File: src/rtl/lime_io_pkg.sv
// Shared constants for the lime I/O port: register-window offsets and STATUS/CONTROL bit indices.
package lime_io_pkg;

    // Word offsets inside the 4-word window
    localparam logic [1:0] OFS_DATA_IN  = 2'd0;
    localparam logic [1:0] OFS_DATA_OUT = 2'd1;
    localparam logic [1:0] OFS_STATUS   = 2'd2;
    localparam logic [1:0] OFS_CONTROL  = 2'd3;

    // STATUS register bit positions
    localparam int unsigned ST_IN_NOT_EMPTY = 0;
    localparam int unsigned ST_OUT_NOT_FULL = 1;
    localparam int unsigned ST_IN_UNF       = 2;
    localparam int unsigned ST_OUT_OVF      = 3;

    // CONTROL register bit positions (write 1 to clear)
    localparam int unsigned CTL_CLR_IN_UNF  = 0;
    localparam int unsigned CTL_CLR_OUT_OVF = 1;

endpackage

File: src/rtl/lime_fifo.sv
// Count-based synchronous FIFO. Full/empty come from the registered count only, so a pop in
// the same cycle never makes room for a push (and a push never feeds a same-cycle pop).
module lime_fifo #(
    parameter int unsigned WIDTH = 16,
    parameter int unsigned DEPTH = 4
) (
    input  logic             i_clk,
    input  logic             i_reset,
    input  logic             i_push,
    input  logic [WIDTH-1:0] i_data,
    input  logic             i_pop,
    output logic [WIDTH-1:0] o_head,
    output logic             o_full,
    output logic             o_empty
);
    localparam int unsigned PW = $clog2(DEPTH);
    localparam int unsigned CW = PW + 1;

    logic [WIDTH-1:0] r_mem [DEPTH];
    logic [PW-1:0]    r_wptr;
    logic [PW-1:0]    r_rptr;
    logic [CW-1:0]    r_count;
    logic             w_push_ok;
    logic             w_pop_ok;

    assign o_full    = (r_count == CW'(DEPTH));
    assign o_empty   = (r_count == '0);
    assign o_head    = r_mem[r_rptr];
    assign w_push_ok = i_push & ~o_full;
    assign w_pop_ok  = i_pop & ~o_empty;

    // Storage array; contents need no reset since pointers/count define validity
    always_ff @(posedge i_clk) begin
        if (w_push_ok) begin
            r_mem[r_wptr] <= i_data;
        end
    end

    // Pointer and occupancy update; pointers wrap modulo DEPTH (power of 2)
    always_ff @(posedge i_clk) begin
        if (i_reset) begin
            r_wptr  <= '0;
            r_rptr  <= '0;
            r_count <= '0;
        end else begin
            if (w_push_ok) begin
                r_wptr <= r_wptr + PW'(1);
            end
            if (w_pop_ok) begin
                r_rptr <= r_rptr + PW'(1);
            end
            unique case ({w_push_ok, w_pop_ok})
                2'b10:   r_count <= r_count + CW'(1);
                2'b01:   r_count <= r_count - CW'(1);
                default: r_count <= r_count;
            endcase
        end
    end

endmodule

File: src/rtl/lime_io_port.sv
// Memory-mapped I/O responder: decodes a 4-word window on the data-memory bus, buffers
// host->CPU and CPU->host words in two FIFOs, and keeps sticky underflow/overflow flags.
module lime_io_port
    import lime_io_pkg::*;
#(
    parameter logic [15:0]  IO_BASE = 16'hFF00,
    parameter int unsigned  DEPTH   = 4,
    parameter int unsigned  WIDTH   = 16
) (
    input  logic             i_clk,
    input  logic             i_reset,
    input  logic [15:0]      i_cpu_addr,
    input  logic             i_cpu_read,
    input  logic             i_cpu_write,
    input  logic [WIDTH-1:0] i_cpu_wdata,
    output logic [WIDTH-1:0] o_cpu_rdata,
    output logic             o_cpu_hit,
    input  logic [WIDTH-1:0] i_host_in_data,
    input  logic             i_host_in_valid,
    output logic             o_host_in_ready,
    output logic [WIDTH-1:0] o_host_out_data,
    output logic             o_host_out_valid,
    input  logic             i_host_out_ready
);
    logic [1:0]       w_offset;
    logic             w_hit;
    logic             w_wr;
    logic             w_rd_only;
    logic             w_in_pop;
    logic             w_out_push;
    logic             w_ctl_wr;
    logic             w_unf_set;
    logic             w_ovf_set;
    logic             w_unf_clr;
    logic             w_ovf_clr;
    logic [WIDTH-1:0] w_in_head;
    logic             w_in_full;
    logic             w_in_empty;
    logic             w_out_full;
    logic             w_out_empty;
    logic [WIDTH-1:0] w_status;
    logic [WIDTH-1:0] w_rdata_d;
    logic             r_in_unf;
    logic             r_out_ovf;
    logic [WIDTH-1:0] r_rdata;
    logic             r_hit;

    // Address decode; IO_BASE low bits are zero so the offset is just the low address bits.
    // When read and write strobe together the write acts and the read is side-effect free.
    assign w_offset   = i_cpu_addr[1:0];
    assign w_hit      = (i_cpu_addr[15:2] == IO_BASE[15:2]);
    assign w_wr       = w_hit & i_cpu_write;
    assign w_rd_only  = w_hit & i_cpu_read & ~i_cpu_write;
    assign w_in_pop   = w_rd_only & (w_offset == OFS_DATA_IN);
    assign w_out_push = w_wr & (w_offset == OFS_DATA_OUT);
    assign w_ctl_wr   = w_wr & (w_offset == OFS_CONTROL);
    assign w_unf_set  = w_in_pop & w_in_empty;
    assign w_ovf_set  = w_out_push & w_out_full;
    assign w_unf_clr  = w_ctl_wr & i_cpu_wdata[CTL_CLR_IN_UNF];
    assign w_ovf_clr  = w_ctl_wr & i_cpu_wdata[CTL_CLR_OUT_OVF];

    lime_fifo #(
        .WIDTH (WIDTH),
        .DEPTH (DEPTH)
    ) u_in_fifo (
        .i_clk   (i_clk),
        .i_reset (i_reset),
        .i_push  (i_host_in_valid),
        .i_data  (i_host_in_data),
        .i_pop   (w_in_pop),
        .o_head  (w_in_head),
        .o_full  (w_in_full),
        .o_empty (w_in_empty)
    );

    lime_fifo #(
        .WIDTH (WIDTH),
        .DEPTH (DEPTH)
    ) u_out_fifo (
        .i_clk   (i_clk),
        .i_reset (i_reset),
        .i_push  (w_out_push),
        .i_data  (i_cpu_wdata),
        .i_pop   (i_host_out_ready),
        .o_head  (o_host_out_data),
        .o_full  (w_out_full),
        .o_empty (w_out_empty)
    );

    assign o_host_in_ready  = ~w_in_full;
    assign o_host_out_valid = ~w_out_empty;

    // Assemble STATUS word and select the next read-data value
    always_comb begin
        w_status                  = '0;
        w_status[ST_IN_NOT_EMPTY] = ~w_in_empty;
        w_status[ST_OUT_NOT_FULL] = ~w_out_full;
        w_status[ST_IN_UNF]       = r_in_unf;
        w_status[ST_OUT_OVF]      = r_out_ovf;
        w_rdata_d                 = '0;
        if (w_rd_only) begin
            unique case (w_offset)
                OFS_DATA_IN: begin
                    if (!w_in_empty) begin
                        w_rdata_d = w_in_head;
                    end
                end
                OFS_STATUS: w_rdata_d = w_status;
                default:    w_rdata_d = '0;
            endcase
        end
    end

    // Registered bus response and sticky flags; a set on the same edge as a clear wins
    always_ff @(posedge i_clk) begin
        if (i_reset) begin
            r_rdata   <= '0;
            r_hit     <= 1'b0;
            r_in_unf  <= 1'b0;
            r_out_ovf <= 1'b0;
        end else begin
            r_rdata   <= w_rdata_d;
            r_hit     <= w_hit & (i_cpu_read | i_cpu_write);
            r_in_unf  <= w_unf_set | (r_in_unf & ~w_unf_clr);
            r_out_ovf <= w_ovf_set | (r_out_ovf & ~w_ovf_clr);
        end
    end

    assign o_cpu_rdata = r_rdata;
    assign o_cpu_hit   = r_hit;

endmodule

File: config.mk
export PLATFORM = sky130hd
export DESIGN_NAME = lime_io_port
export DESIGN_NICKNAME = d
export VERILOG_FILES = /design/src/rtl/lime_io_pkg.sv /design/src/rtl/lime_fifo.sv /design/src/rtl/lime_io_port.sv
export SDC_FILE = /design/constraint.sdc
export NUM_CORES = 1
export LEC_CHECK = 0
export ABC_AREA = 1
export BUFFER_PORTS_ARGS = -buffer_cell sky130_fd_sc_hd__buf_2
export CORE_ASPECT_RATIO = 0.8
export CORE_MARGIN = 4
export CORE_UTILIZATION = 35
export DETAILED_ROUTE_END_ITERATION = 12
export SLEW_MARGIN = 25
export SYNTH_ARGS = -nofsm -noshare
export SYNTH_HDL_FRONTEND = slang
export SYNTH_HIERARCHICAL = 1
export SYNTH_SLANG_ARGS = --single-unit
File: constraint.sdc
create_clock -name i_clk -period 2.1 [get_ports i_clk]
set_input_delay 0.105 -clock i_clk [delete_from_list [all_inputs] [get_ports i_clk]]
set_output_delay 0.105 -clock i_clk [all_outputs]
set_load 0.03 [all_outputs]
==> flow_metrics.tcl, run 1 <==
set metrics [dict create \
    status "completed" \
    first_iter_violations 259 \
    post_dp_cell_area_um2 7250 \
    grt_pass1_vias 4432 \
    critPathKind "input pin to register" \
    avgSynthCellArea_um2 12.0 \
    netlist_top_cells_area "edfxtp_1, dfxtp_1, nor2_1" \
    yosysSeqAreaShare 0.710 \
    antenna_found_initial 0 \
    gp_congestion 0.826 \
    grt_pass1_wl_um 22300 \
    routedWlPerCell_um 15.2 \
    max_cap_violations 0 \
    irDropWorstVdd_mv 0.514 \
    antenna_cells 0 \
    syn2layout_area_growth_pct 27.1 \
    chipHeight_um 130 \
    wl_um 14000 \
    synthCells 540 \
    cts_buffer_depth 2 \
    htreeDepth 4 \
    crit_path_end_kind "register" \
    io_buffers 88 \
    clockRootBuffer "clkbuf_16" \
    dr_wl_met3_um 764 \
    route.detailed.drc 0 \
    initial_core_util 0.357 \
    cp.required_ns 2.42 \
    crit_fanout 3 \
    drt-met1-wl_um 6410 \
    fp.dieW_um 160 \
    hold_ws_ns 0.0294 \
    arrival_ns 2.21 \
    clk_pin_slew_worst_paths_ns 0.07 \
    cts_tree "built" \
    drv_slew 0 \
    layout-drive-gt1-share 0.238 \
    clock_skew_ns 0.0105 \
    io_pins 89 \
    power_density_nw_per_um2 900 \
    antenna_left 0 \
    synth_nets 606 \
    pre_cts_ws_ns -0.00995 \
    synth_top_area_cell "edfxtp_1" \
    critPathLaunchType "input pin" \
    fin_util 0.453 \
    leakagePower_nw 3.12 \
    dp.cells 856 \
    period_needed_ns 1.90 \
    via_per_inst 4.84 \
    gr-usage-all-layers 0.137 \
    nets 745 \
    synth_seq_cells 165 \
    setup_viol 0 \
    final_cells 922 \
    dr_total_vias 4461 \
    dr_wl_met2_um 6710 \
    syn_area_um2 6460 \
    grt_max_degree 33 \
    max-slew-margin-rel 0.609 \
    core-area_um2 18100 \
    top_layer_used "met4" \
    fin_area_um2 8210 \
    yosys_warnings 6 \
    std_cell_rows 44 \
    rsz0062_at_grt "false" \
    clock_latency_ns 0.42 \
    period_share 0.904 \
    grt.overflow.total 0 \
    fmax_ghz 0.527 \
    hold_viol 0 \
    worstMarginPinSlew_ns 0.586 \
    cts_sinks 165 \
    die-area_um2 20700 \
    fill_cells 1630 \
    netlist.area_leader.share 0.595 \
    dr.pass1.iters 5 \
    synth_cell_types 26 \
    min_path_type "input pin to register" \
    dp_hpwl_um 8850 \
    finalWorstSetupSlack_ns 0.202 \
    cts_made_buffers 17 \
]
-- final timing paths --
| kind | start | endpoint | slack, ns | depth (start not counted) |
|---|---|---|---|---|
| setup / recovery | i_cpu_read | u_in_fifo/r_count[2] | 0.20 | 13 |
| setup reg to reg | u_out_fifo/r_count[1] | u_out_fifo/r_count[2] | 0.21 | 13 |
| hold / removal | i_cpu_write | r_out_ovf | 0.03 | 3 |
| hold reg to reg | r_out_ovf | r_out_ovf | 0.47 | 2 |
-- kinds of logic (layout without fill, tap and decap cells) --
family / after synthesis / count (layout) / synth area share
compound gates: 117 / 117 / 0.0976
simple gates: 181 / 181 / 0.123
fa+ha+maj: 12 / 12 / 0.0256
buf+inv: 65 / 217 / 0.0438
flops: 165 / 165 / 0.710
-- placed cells by master, fill, tap and decap left out --
master / count
nand3_2: 1
inv_6: 4
inv_2: 5
o21ai_0: 14
dlygate4sd3_1: 35
o21ai_1: 56
a21oi_1: 13
inv_8: 5
nand3_1: 10
inv_1: 42
nor3_1: 2
ha_2: 1
clkinv_4: 3
a22oi_1: 2
nor2_1: 95
dfxtp_1: 37
nor2_2: 14
nand2_1: 46
buf_4: 12
buf_12: 4
nor3_4: 1
nand2_2: 4
o22ai_1: 32
and3_4: 1
ha_1: 9
buf_2: 87
and3_1: 1
edfxtp_1: 128
bufinv_16: 1
fa_2: 1
nor3_2: 1
clkinv_8: 2
nand4_1: 4
nand3b_4: 1
fa_1: 1
clkbuf_16: 17
-- Yosys cell counts --
library cell / number
a21oi_1: 13
a22oi_1: 2
and3_1: 2
buf_2: 13
buf_4: 4
buf_6: 1
dfxtp_1: 37
edfxtp_1: 128
fa_1: 2
ha_1: 10
inv_1: 43
inv_2: 4
nand2_1: 46
nand2_2: 4
nand3_1: 10
nand3_2: 1
nand3b_4: 1
nand4_1: 4
nor2_1: 95
nor2_2: 14
nor3_1: 2
nor3_2: 1
nor3_4: 1
o21ai_0: 14
o21ai_1: 56
o22ai_1: 32
-- report_power, final --
group          leakage [nW]  internal, mW  switching [mW]  total (mW)
sequential             1.46          3.59          0.0320        3.62
clock                 0.298          1.71            1.40        3.11
combinational          1.36         0.225           0.435       0.660
-- area by class of cell --
type | instances | area (µm²) | share of cell area
Sequential cell | 165 | 4580 | 0.558
Multi-Input combinational cell | 310 | 1600 | 0.195
Timing Repair Buffer | 138 | 956 | 0.116
Clock buffer | 17 | 425 | 0.0518
Tap cell | 230 | 288 | 0.0350
Clock inverter | 15 | 180 | 0.0219
Inverter | 47 | 176 | 0.0215
-- repair_timing --
action	in CTS	in global routing
hold buffers	35	0
gates resized for setup	0	4
setup buffers	0	0
endpoints found under the setup margin	0	1
hold endpoints to repair	131	0
-- layer usage --
layer / vias up / global-route usage
met4: 0 / 0.0470
met5: - / 0
met2: 113 / 0.231
met3: 11 / 0.0375
li1: 2178 / -
met1: 2159 / 0.174
-- critical path: stages --
cell	delay, ns
dlygate4sd3_1	0.57
inv_1	0.08
nor3_4	0.17
and3_4	0.21
nand2_1	0.08
inv_2	0.07
ha_2	0.17
inv_1	0.06
fa_2	0.34
nand2_1	0.07
nand3_1	0.09
nor2_1	0.13
nor2_1	0.06
-- sequential cells by signal, summed over array words and instances (netlist names), named ones only --
register,count
u_out_fifo/r_count,3
u_in_fifo/r_wptr,2
u_out_fifo/r_mem,64
r_in_unf,1
u_out_fifo/r_wptr,2
u_out_fifo/r_rptr,2
o_cpu_rdata,16
u_in_fifo/r_count,3
u_in_fifo/r_mem,64
u_in_fifo/r_rptr,2
r_out_ovf,1
o_cpu_hit,1
-- per-stage QoR --
stage	power, mW	setup TNS [ns]
after global routing	7.69	0
after global placement	4.28	0
after detailed placement	4.30	-0.00995
after floorplan	4.08	0
after CTS	7.49	0
final	7.39	0
No activity file was read; power rests on OpenSTA's default activity.
==> run 2, diff against run 1 <==
Settings changed: CTS_BUF_LIST set to sky130_fd_sc_hd__clkbuf_8 sky130_fd_sc_hd__clkbuf_16, REMOVE_ABC_BUFFERS set to 1.
==> flow_metrics.tcl, run 2 (same netlist as run 1, synthesis figures left out) <==
set metrics [dict create \
    hold_viol 0 \
    clk_pin_slew_worst_paths_ns 0.06 \
    htreeDepth 4 \
    status "completed" \
    dr_total_vias 4420 \
    postCtsSetupBuffers 0 \
    seq_area_um2 4580 \
    rrSetupSlack_ns 0.20 \
    max_cap_violations 0 \
    fmax_ghz 0.508 \
    arrival_ns 2.28 \
    irDropWorstVdd_mv 0.632 \
    cts_made_buffers 17 \
    r2r_end "u_out_fifo/r_count[2]" \
    total_power_mw 7.46 \
    grt_pass1_wl_um 22200 \
    gp_congestion 0.733 \
    antenna_left 0 \
    first_iter_violations 259 \
    final_common_cell "edfxtp_1" \
    grt.overflow.total 0 \
    max-slew-margin-rel 0.614 \
    multi_input_area_um2 1600 \
    period_share 0.937 \
    layout-drive-gt1-share 0.231 \
    die-area_um2 20700 \
    setup_viol 0 \
    nets 747 \
    initial_core_util 0.357 \
    io_buffers 88 \
    critPathKind "input pin to register" \
    antenna_found_initial 0 \
    clock_skew_ns 0.00819 \
    core-area_um2 18100 \
    worstMarginPinSlew_ns 0.578 \
    syn2layout_area_growth_pct 27.5 \
    cts_tree "built" \
    setup_tns_ns 0 \
    io_pins 89 \
    cts_buffer_depth 2 \
    final_cell_mix "edfxtp_1, nor2_1, buf_2" \
    crit_path_end_kind "register" \
    r2r-start "u_out_fifo/r_count[2]" \
    cp.required_ns 2.41 \
    dr.pass1.iters 5 \
    std_cell_rows 44 \
    ff2ff_path_depth 13 \
    clockRootBuffer "clkbuf_16" \
    cts_sinks 165 \
    route.detailed.drc 0 \
    rsz0062_at_grt "false" \
    critPathLaunch "i_cpu_read" \
    gr-usage-all-layers 0.137 \
    antenna_cells 0 \
    via_per_inst 4.79 \
    critPathLaunchType "input pin" \
    crit_fanout 3 \
    clock_latency_ns 0.42 \
    hold_ws_ns 0.0324 \
    grt_pass1_vias 4478 \
    fill_cells 1641 \
    drv_slew 0 \
    period_needed_ns 1.97 \
    grt_max_degree 33 \
    leakagePower_nw 3.12 \
    min_path_type "input pin to register" \
    endpoint "u_in_fifo/r_count[2]" \
    chipHeight_um 130 \
    dp_hpwl_um 8800 \
    fp.dieW_um 160 \
    wl_um 14000 \
    power_density_nw_per_um2 906 \
    routedWlPerCell_um 15.2 \
]
==> run 2: cell types whose count changed in the layout (fill, tap and decap cells not counted), moves of 2 or more <==
cell / previous run / this run
clkinvlp_4: 0 / 5
bufinv_16: 1 / 4
inv_8: 5 / 0
inv_1: 42 / 44
clkinv_4: 3 / 1
clkinv_8: 2 / 0
inv_6: 4 / 1
dlygate4sd3_1: 35 / 37
==> run 2: power breakdown <==
group          leakage [nW]  switching [mW]  internal [mW]
Clock                 0.290            1.20           1.97
Sequential             1.46          0.0309           3.59
Combinational          1.37           0.438          0.228
==> run 2: worst min-delay path by stage <==
stage	startpoint	endpoint	slack, ns	cells past startpoint
global route	i_reset	o_cpu_hit	0.06	2
CTS	i_reset	o_cpu_hit	0.02	2
finish	i_reset	o_cpu_hit	0.03	2
floorplan	i_reset	r_in_unf	0.17	1
global placement	i_host_in_data[5]	u_in_fifo/r_mem[1][5]	0.31	1
detailed placement	i_host_in_data[5]	u_in_fifo/r_mem[3][5]	0.32	1
==> run 2: layout make-up <==
| type | instances | area share |
|---|---|---|
| repair buffers | 140 | 0.118 |
| well taps | 230 | 0.0350 |
| multi-input cells | 310 | 0.194 |
| clock buffers | 17 | 0.0517 |
| inverters | 47 | 0.0214 |
| flip-flops and latches | 165 | 0.557 |
| clock inverters | 14 | 0.0228 |
==> run 2: metrics by stage <==
step | instances | util | worst slack [ns] | instance area, µm²
2_1_floorplan | 522 | - | 0.134 | 6350
3_3_place_gp | 855 | 0.400 | 0.0759 | 7240
3_5_place_dp | 855 | 0.400 | 0.0248 | 7240
4_1_cts | 923 | 0.454 | 0.124 | 8230
5_1_grt | 923 | 0.454 | 0.00422 | 8230
6_report | 923 | 0.454 | 0.133 | 8230
==> run 2: per-layer routing <==
layer | GRT usage | vias up | share of wire
li1 | - | 2171 | -
met1 | 0.161 | 2111 | 0.44
met2 | 0.238 | 116 | 0.49
met3 | 0.0404 | 22 | 0.048
met4 | 0.0582 | 0 | 0.022
met5 | 0 | - | 0
==> run 2: worst max-delay path, cell delays in order <==
cell and delay, ns:
dlygate4sd3_1 0.52, buf_2 0.11, inv_1 0.05, nor3_4 0.19, and3_4 0.21, nand2_1 0.08, inv_2 0.07, ha_1 0.15
inv_1 0.07, fa_1 0.37, inv_1 0.06, nand2_1 0.05, nand3_1 0.09, nand2_1 0.06, nand2_1 0.05, nor2_1 0.04
==> run 2: what timing repair did <==
action,CTS,global route
resized for setup,0,2
hold endpoints to repair,134,0
endpoints found under the setup margin,0,1
hold buffers,37,0
